## src/rtl/lsu_pkg.sv

```systemverilog
// Shared definitions for the load/store unit: RV32I funct3 encodings,
// controller states and the default RAM depth.
package lsu_pkg;

    localparam logic [2:0] F3_B  = 3'b000;
    localparam logic [2:0] F3_H  = 3'b001;
    localparam logic [2:0] F3_W  = 3'b010;
    localparam logic [2:0] F3_BU = 3'b100;
    localparam logic [2:0] F3_HU = 3'b101;

    localparam int MEM_WORDS_DEFAULT = 4096;

    typedef enum logic [2:0] {
        S_IDLE    = 3'd0,
        S_READ    = 3'd1,
        S_EXTRACT = 3'd2,
        S_WRITE   = 3'd3,
        S_MERGE   = 3'd4
    } lsuState_t;

endpackage

```

## src/rtl/lsu_lane_unit.sv

```systemverilog
// Combinational lane logic: little-endian byte/halfword extraction with
// sign/zero extension, store-lane merging and alignment checking.
module lsu_lane_unit
    import lsu_pkg::*;
(
    input  logic [31:0] word,
    input  logic [1:0]  addrLow,
    input  logic [2:0]  funct3,
    input  logic [31:0] storeData,
    output logic [31:0] loadValue,
    output logic [31:0] mergedWord,
    output logic        misaligned
);

    logic [7:0]  byteVal;
    logic [15:0] halfVal;

    always_comb begin
        byteVal = 8'h00;
        case (addrLow)
            2'd0:    byteVal = word[7:0];
            2'd1:    byteVal = word[15:8];
            2'd2:    byteVal = word[23:16];
            default: byteVal = word[31:24];
        endcase
        halfVal = addrLow[1] ? word[31:16] : word[15:0];
    end

    always_comb begin
        loadValue = 32'h0;
        case (funct3)
            F3_B:    loadValue = {{24{byteVal[7]}}, byteVal};
            F3_H:    loadValue = {{16{halfVal[15]}}, halfVal};
            F3_W:    loadValue = word;
            F3_BU:   loadValue = {24'h0, byteVal};
            F3_HU:   loadValue = {16'h0, halfVal};
            default: loadValue = 32'h0;
        endcase
    end

    // Only the addressed lane(s) change; the rest of the word is the RAM read-back.
    always_comb begin
        mergedWord = word;
        case (funct3)
            F3_B: begin
                case (addrLow)
                    2'd0:    mergedWord[7:0]   = storeData[7:0];
                    2'd1:    mergedWord[15:8]  = storeData[7:0];
                    2'd2:    mergedWord[23:16] = storeData[7:0];
                    default: mergedWord[31:24] = storeData[7:0];
                endcase
            end
            F3_H: begin
                if (addrLow[1]) mergedWord[31:16] = storeData[15:0];
                else            mergedWord[15:0]  = storeData[15:0];
            end
            F3_W:    mergedWord = storeData;
            default: mergedWord = word;
        endcase
    end

    always_comb begin
        misaligned = 1'b0;
        if (funct3[1:0] == 2'b01)      misaligned = addrLow[0];
        else if (funct3[1:0] == 2'b10) misaligned = (addrLow != 2'b00);
    end

endmodule

```

## src/rtl/load_store_unit.sv

```systemverilog
// RV32I load/store unit in front of a word-wide synchronous RAM with
// 1-cycle read latency; sub-word stores are done as read-modify-write.
module load_store_unit
    import lsu_pkg::*;
#(
    parameter int MEM_WORDS = MEM_WORDS_DEFAULT
) (
    input  logic        clk,
    input  logic        resetN,
    input  logic        reqValid,
    output logic        reqReady,
    input  logic        reqWrite,
    input  logic [2:0]  reqFunct3,
    input  logic [31:0] reqAddress,
    input  logic [31:0] reqStoreData,
    output logic        respValid,
    output logic        respError,
    output logic [31:0] loadData,
    output logic [31:0] ramAddress,
    output logic [31:0] ramDataIn,
    output logic        ramWriteEnable,
    input  logic [31:0] ramDataOut
);

    lsuState_t   state_q, state_d;
    logic [31:0] addr_q;
    logic [2:0]  funct3_q;
    logic [31:0] data_q;
    logic        write_q;
    logic        respValid_q, respValid_d;
    logic        respError_q, respError_d;
    logic [31:0] loadData_q, loadData_d;

    logic        accept;
    logic        funct3Legal;
    logic        outOfRange;
    logic        reqError;
    logic [1:0]  laneAddr;
    logic [2:0]  laneFunct3;
    logic [31:0] loadValue;
    logic [31:0] mergedWord;
    logic        misaligned;

    assign reqReady = (state_q == S_IDLE);
    assign accept   = reqValid && reqReady;

    // In IDLE the lane unit checks the incoming request's alignment;
    // in every other state it works on the latched request.
    assign laneAddr   = reqReady ? reqAddress[1:0] : addr_q[1:0];
    assign laneFunct3 = reqReady ? reqFunct3 : funct3_q;

    lsu_lane_unit u_lane (
        .word       (ramDataOut),
        .addrLow    (laneAddr),
        .funct3     (laneFunct3),
        .storeData  (data_q),
        .loadValue  (loadValue),
        .mergedWord (mergedWord),
        .misaligned (misaligned)
    );

    always_comb begin
        funct3Legal = 1'b0;
        case (reqFunct3)
            F3_B, F3_H, F3_W: funct3Legal = 1'b1;
            F3_BU, F3_HU:     funct3Legal = !reqWrite;
            default:          funct3Legal = 1'b0;
        endcase
        outOfRange = ({2'b00, reqAddress[31:2]} >= 32'(MEM_WORDS));
        reqError   = !funct3Legal || misaligned || outOfRange;
    end

    always_comb begin
        state_d     = state_q;
        respValid_d = 1'b0;
        respError_d = 1'b0;
        loadData_d  = loadData_q;
        case (state_q)
            S_IDLE: begin
                if (accept) begin
                    if (reqError) begin
                        respValid_d = 1'b1;
                        respError_d = 1'b1;
                        loadData_d  = 32'h0;
                    end else if (reqWrite && reqFunct3 == F3_W) begin
                        state_d = S_WRITE;
                    end else begin
                        state_d = S_READ;
                    end
                end
            end
            S_READ: state_d = write_q ? S_MERGE : S_EXTRACT;
            S_EXTRACT: begin
                state_d     = S_IDLE;
                respValid_d = 1'b1;
                loadData_d  = loadValue;
            end
            S_WRITE, S_MERGE: begin
                state_d     = S_IDLE;
                respValid_d = 1'b1;
                loadData_d  = 32'h0;
            end
            default: state_d = S_IDLE;
        endcase
    end

    always_ff @(posedge clk or negedge resetN) begin
        if (!resetN) begin
            state_q     <= S_IDLE;
            respValid_q <= 1'b0;
            respError_q <= 1'b0;
            loadData_q  <= 32'h0;
        end else begin
            state_q     <= state_d;
            respValid_q <= respValid_d;
            respError_q <= respError_d;
            loadData_q  <= loadData_d;
        end
    end

    always_ff @(posedge clk or negedge resetN) begin
        if (!resetN) begin
            addr_q   <= 32'h0;
            funct3_q <= 3'b000;
            data_q   <= 32'h0;
            write_q  <= 1'b0;
        end else if (accept) begin
            addr_q   <= reqAddress;
            funct3_q <= reqFunct3;
            data_q   <= reqStoreData;
            write_q  <= reqWrite;
        end
    end

    // Write strobe comes straight from the state so an async reset kills it at once.
    assign ramWriteEnable = (state_q == S_WRITE) || (state_q == S_MERGE);
    assign ramDataIn      = (state_q == S_MERGE) ? mergedWord : data_q;
    assign ramAddress     = {addr_q[31:2], 2'b00};
    assign respValid      = respValid_q;
    assign respError      = respError_q;
    assign loadData       = loadData_q;

endmodule

```

## config.mk

```make
export PLATFORM = sky130hd
export DESIGN_NAME = load_store_unit
export DESIGN_NICKNAME = d
export VERILOG_FILES = /design/src/rtl/lsu_pkg.sv /design/src/rtl/lsu_lane_unit.sv /design/src/rtl/load_store_unit.sv
export SDC_FILE = /design/constraint.sdc
export NUM_CORES = 1
export LEC_CHECK = 0
export CAP_MARGIN = 20
export CORE_ASPECT_RATIO = 1.75
export CORE_MARGIN = 4
export CORE_UTILIZATION = 46
export CTS_BUF_LIST = sky130_fd_sc_hd__clkbuf_16
export DETAILED_ROUTE_END_ITERATION = 10
export HOLD_SLACK_MARGIN = 0.12
export PLACE_DENSITY_LB_ADDON = 0.3
export REMOVE_ABC_BUFFERS = 1
export SLEW_MARGIN = 20
export SYNTH_ARGS = -nofsm -noshare
export SYNTH_HDL_FRONTEND = slang
export SYNTH_SLANG_ARGS = --single-unit
```

## constraint.sdc

```tcl
create_clock -name clk -period 2.7 [get_ports clk]
set_input_delay 0.405 -clock clk [delete_from_list [all_inputs] [get_ports clk]]
set_output_delay 0.405 -clock clk [all_outputs]
set_load 0.005 [all_outputs]
```

==> results by stage <==
STA:
- The final setup violation count is 32.
- The achievable frequency is 348.8 MHz.
- The setup TNS after final layout is -3.456 ns.
- The worst path in the final design needs a cycle of approximately 2.9 ns, including I/O delays and setup.
- The worst pin sits at a relative slew slack of 0.5329.
- For the pin with the worst max-slew slack, the measured transition is a little under 0.7 ns.
- The final worst slack is -0.1666 ns.
- Setup repair after global routing could not meet its margin everywhere.
- The clock arrives with 0.01415 ns of skew.
- The total count of hold-check failures in the final report was 0.
- The number of pins exceeding their max-slew limit in the final report came to 0.
- In the finished design, the share of the clock period the worst path needs comes to 1.062.

Floorplanning:
- The initial core utilization is 0.4749.
- The area of the die is 0.01493 mm².
- The number of top-level pins is 203.
- The overall die height is about 160 µm.
- The region available for standard cell placement spans 0.01257 mm².
- The die is between 90 and 100 µm wide.
- The initialized floorplan defines between 50 and 60 standard-cell rows.

Setup path:
- The count of buffer and inverter cells on the critical path is 5.
- STA classifies the critical path endpoint as an output pin.
- STA puts the critical path data arrival time at 2.46 ns.
- The signal on the critical path passes through or3_4 -> buf_12 -> buf_8 -> buf_12 -> nand4b_1 -> a21oi_4 -> buf_12 -> a22oi_2 -> a31oi_2 -> buf_2.
- For this design, the slowest cell found on the critical path is sky130_fd_sc_hd__or3_4.
- The kind of start point of the critical path is a flip-flop.
- The kind of cell adding the most delay to the critical path is buffers and inverters.
- Along the worst path, the maximum fanout reaches 8.
- The cell with the most instances on the worst path is sky130_fd_sc_hd__buf_12.
- The setup path with the least slack is of type flip-flop to output pin.
- The required time of the worst setup path is 2.30 ns.
- On the worst path, the slowest cell contributes a delay of 0.43 ns.

Synth:
- The number of unique standard cell types used by synthesis is 56.
- Each instance of the synthesized netlist takes up on average 8.829 µm².
- By area the synthesized netlist is led by sky130_fd_sc_hd__dfrtp_1, sky130_fd_sc_hd__nand2_1, sky130_fd_sc_hd__a221o_1, sky130_fd_sc_hd__buf_4, sky130_fd_sc_hd__a22o_1.
- The flop and latch count out of synthesis is 105.
- The synthesized cell area is 0.005968 mm².
- In the synthesized netlist, the number of instances is ~680.
- The most used flip-flop cell after synthesis is sky130_fd_sc_hd__dfrtp_1.
- The post-synthesis sequential area ratio is 0.4403.
- Counting flops with a built-in enable in the synthesized netlist gives 0.
- The cell type with the highest aggregate area in the netlist is sky130_fd_sc_hd__dfrtp_1.
- Counting flops with an async set or reset pin after synthesis yields a share of 1.000.
- The share of synthesized area in the top cell type comes to 0.4403.
- Yosys printed 0 warnings.

Placement:
- The placed wire-length estimate after detailed placement is 16.73 mm.
- The minimum setup slack after placement is -0.4915 ns.
- The quantity of I/O buffers inserted on ports is 200.
- The placer's final routability congestion estimate is 0.9732.

Global route:
- The via count of the first global-routing pass was 6414.
- The first global-routing pass estimated 33.97 mm of wire.
- The pin count of the biggest net entering global routing is 69.
- The initial antenna violation count was 0.
- The total global-route track usage is 0.2936.
- The final global-route overflow total is 0.

Routing:
- In the routed layout, each cell is associated on average with a via count of ~5.9.
- The count of routing violations after the opening detailed-route iteration is 459.
- The number of DRC violations after detailed routing is 0.
- The per-cell routed wire length is 20.51 µm.
- Before antenna repair, the detailed router went through 5 iterations.
- The final antenna-violating net count is 0.
- After detailed routing, the total wire length is 22.06 mm.
- Across all layers, the routed design uses 6312 vias.

Layout:
- The antenna cell count is 0.
- In the layout the commonest cells are sky130_fd_sc_hd__nand2_1, sky130_fd_sc_hd__clkdlybuf4s50_1, sky130_fd_sc_hd__dfrtp_1.
- In the final layout, the share of cells above drive strength 1 is 0.2225.
- Once layout is complete, the utilization of the core stands at 0.7230.
- The library cell used most frequently in the layout, excluding fill and tap cells, is sky130_fd_sc_hd__nand2_1.
- The area growth from synthesis to layout is 52.24%.
- For this run, the post-layout net count is 1006.

Power and ir drop:
- The worst IR drop on VDD is 350.3 µV.
- The power dissipated by switching net loads is approximately 1.1 mW.
- The net switching share of the total power is 0.2865.
- The share of total power in the clock network is 0.345.
- Dividing total power by cell area gives a power density of 441.2 mW/mm².
- Of the total power, registers draw 0.438.
- The total leakage power is 4.185 nW.
- The combinational group share of total power is 0.217.
- The cell-internal power is 2.860 mW.

Status:
- The run finished, with violations left.
- The final reports fail on negative setup slack.

Flow run:
- The max-cap check violation count is 0.

Clock network:
- The clock tree from TritonCTS is yes.
- The root buffer cell chosen for the clock tree is sky130_fd_sc_hd__clkbuf_16.
- The TritonCTS sink count is 105.
- The clock edge transition at the registers on the reported setup and hold paths is 0.08 ns.
- The clock latency at the later pin of the worst-skew pair is 0.35 ns.
- The number of clock buffers added by TritonCTS is 9.
- The H-tree generated during clock tree synthesis spans 3 levels.
- The clock passes through at most 2 buffers.

Min path:
- In this run the worst hold path is classified as input pin to async pin.
layer usage:
layer  vias to the layer above  global-route usage  wire, µm
li1                       2859                   -         -
met1                      3063              0.3401      8129
met2                       309              0.5246     11750
met3                        81             0.04066      1239
met4                         0              0.1460       950
met5                         -                   0         0
logic make-up (layout without fill, tap and decap cells):
| logic type | Yosys count | in the layout | synth area share |
|---|---|---|---|
| mux | 23 | 23 | 0.04130 |
| buf+inv | 81 | 312 | 0.07631 |
| compound gates | 172 | 172 | 0.2304 |
| other cells | 1 | 2 | 0.0006283 |
| simple gates | 293 | 293 | 0.2096 |
| flops | 105 | 105 | 0.4403 |
| xor+xnor | 1 | 1 | 0.001468 |
power by group through the flow:
stage	registers (mW)	clock network, mW	logic [mW]
2_1_floorplan	1.76	0	0.277
3_3_place_gp	1.77	0	0.832
3_5_place_dp	1.78	0	0.847
4_1_cts	1.75	1.40	0.858
5_1_grt	1.77	1.47	0.942
6_report	1.76	1.38	0.869
final cells by class:
| cell class | count | area [µm²] |
|---|---|---|
| sequential | 105 | 2628 |
| tap | 168 | 210.2 |
| timing repair buffer | 291 | 2741 |
| fill | 1014 | 3481 |
| inverter | 5 | 23.77 |
| clock inverter | 7 | 88.84 |
| clock buffer | 9 | 225.2 |
| multi-input combinational | 491 | 3169 |
registers in the layout, summed over array words and instances (netlist names):
signal,flops
data_q,32
addr_q,32
loadData,32
respValid,1
respError,1
write_q,1
state_q,3
funct3_q,3
worst paths after layout:
path / startpoint / cells after the start / endpoint / slack (ns)
max: state_q[0] / 10 / ramDataIn[30] / -0.17
max in group asynchronous: resetN / 3 / loadData[11] / 1.66
max reg2reg: state_q[0] / 10 / loadData[28] / 0.11
min reg2reg: addr_q[17] / 2 / addr_q[17] / 0.48
min: resetN / 2 / respError / 0.37
min in group clk: addr_q[17] / 2 / addr_q[17] / 0.48
cells in the mapped netlist, types with 3 or more instances:
library cell and number:
sky130_fd_sc_hd__nand2_1 220, sky130_fd_sc_hd__dfrtp_1 105, sky130_fd_sc_hd__buf_4 34, sky130_fd_sc_hd__a221o_1 32, sky130_fd_sc_hd__clkbuf_1 31, sky130_fd_sc_hd__a22oi_1 24
sky130_fd_sc_hd__a22o_1 23, sky130_fd_sc_hd__nor2_1 17, sky130_fd_sc_hd__o22ai_1 16, sky130_fd_sc_hd__a31oi_1 12, sky130_fd_sc_hd__mux2i_1 12, sky130_fd_sc_hd__a21o_1 11
sky130_fd_sc_hd__o21ai_0 11, sky130_fd_sc_hd__mux2_2 10, sky130_fd_sc_hd__nand2b_1 10, sky130_fd_sc_hd__buf_2 9, sky130_fd_sc_hd__nand3_1 9, sky130_fd_sc_hd__o211ai_1 9
sky130_fd_sc_hd__o221ai_1 8, sky130_fd_sc_hd__a211oi_1 7, sky130_fd_sc_hd__nor3_1 7, sky130_fd_sc_hd__nor2b_1 6, sky130_fd_sc_hd__nor4_1 5, sky130_fd_sc_hd__inv_1 4
sky130_fd_sc_hd__a21oi_1 3, sky130_fd_sc_hd__and2_1 3, sky130_fd_sc_hd__nand3b_1 3
timing repair:
action                                  4_1_cts  5_1_grt
pin swaps                                    31       16
buffers inserted                             11        4
hold buffers                                  1        0
cloned                                        0        1
resized for setup                           202       10
endpoints found under the hold margin        67        0
endpoints found under the setup margin       46       57
metrics by stage:
stage / hold WS (ns) / cells / total power [mW] / area, µm²
after detailed placement: 0.2024 / 1044 / 2.623 / 8379
after global placement: 0.2013 / 1044 / 2.604 / 8379
after global routing: 0.3752 / 1076 / 4.175 / 9086
final: 0.3738 / 1076 / 4.008 / 9086
after floorplan: 0.1094 / 601 / 2.041 / 5540
after CTS: 0.3690 / 1072 / 4.013 / 8986
worst register-to-register path, cell delays in order, from the launching register on:
cell                       delay (ns)
sky130_fd_sc_hd__dfrtp_1         0.39
sky130_fd_sc_hd__or3_4           0.43
sky130_fd_sc_hd__clkinv_4        0.10
sky130_fd_sc_hd__buf_6           0.13
sky130_fd_sc_hd__buf_8           0.10
sky130_fd_sc_hd__buf_4           0.13
sky130_fd_sc_hd__mux2_2          0.36
sky130_fd_sc_hd__o32ai_4         0.27
sky130_fd_sc_hd__a21oi_2         0.12
sky130_fd_sc_hd__buf_12          0.17
sky130_fd_sc_hd__a221o_1         0.28
(Power assumes the default switching activity.)
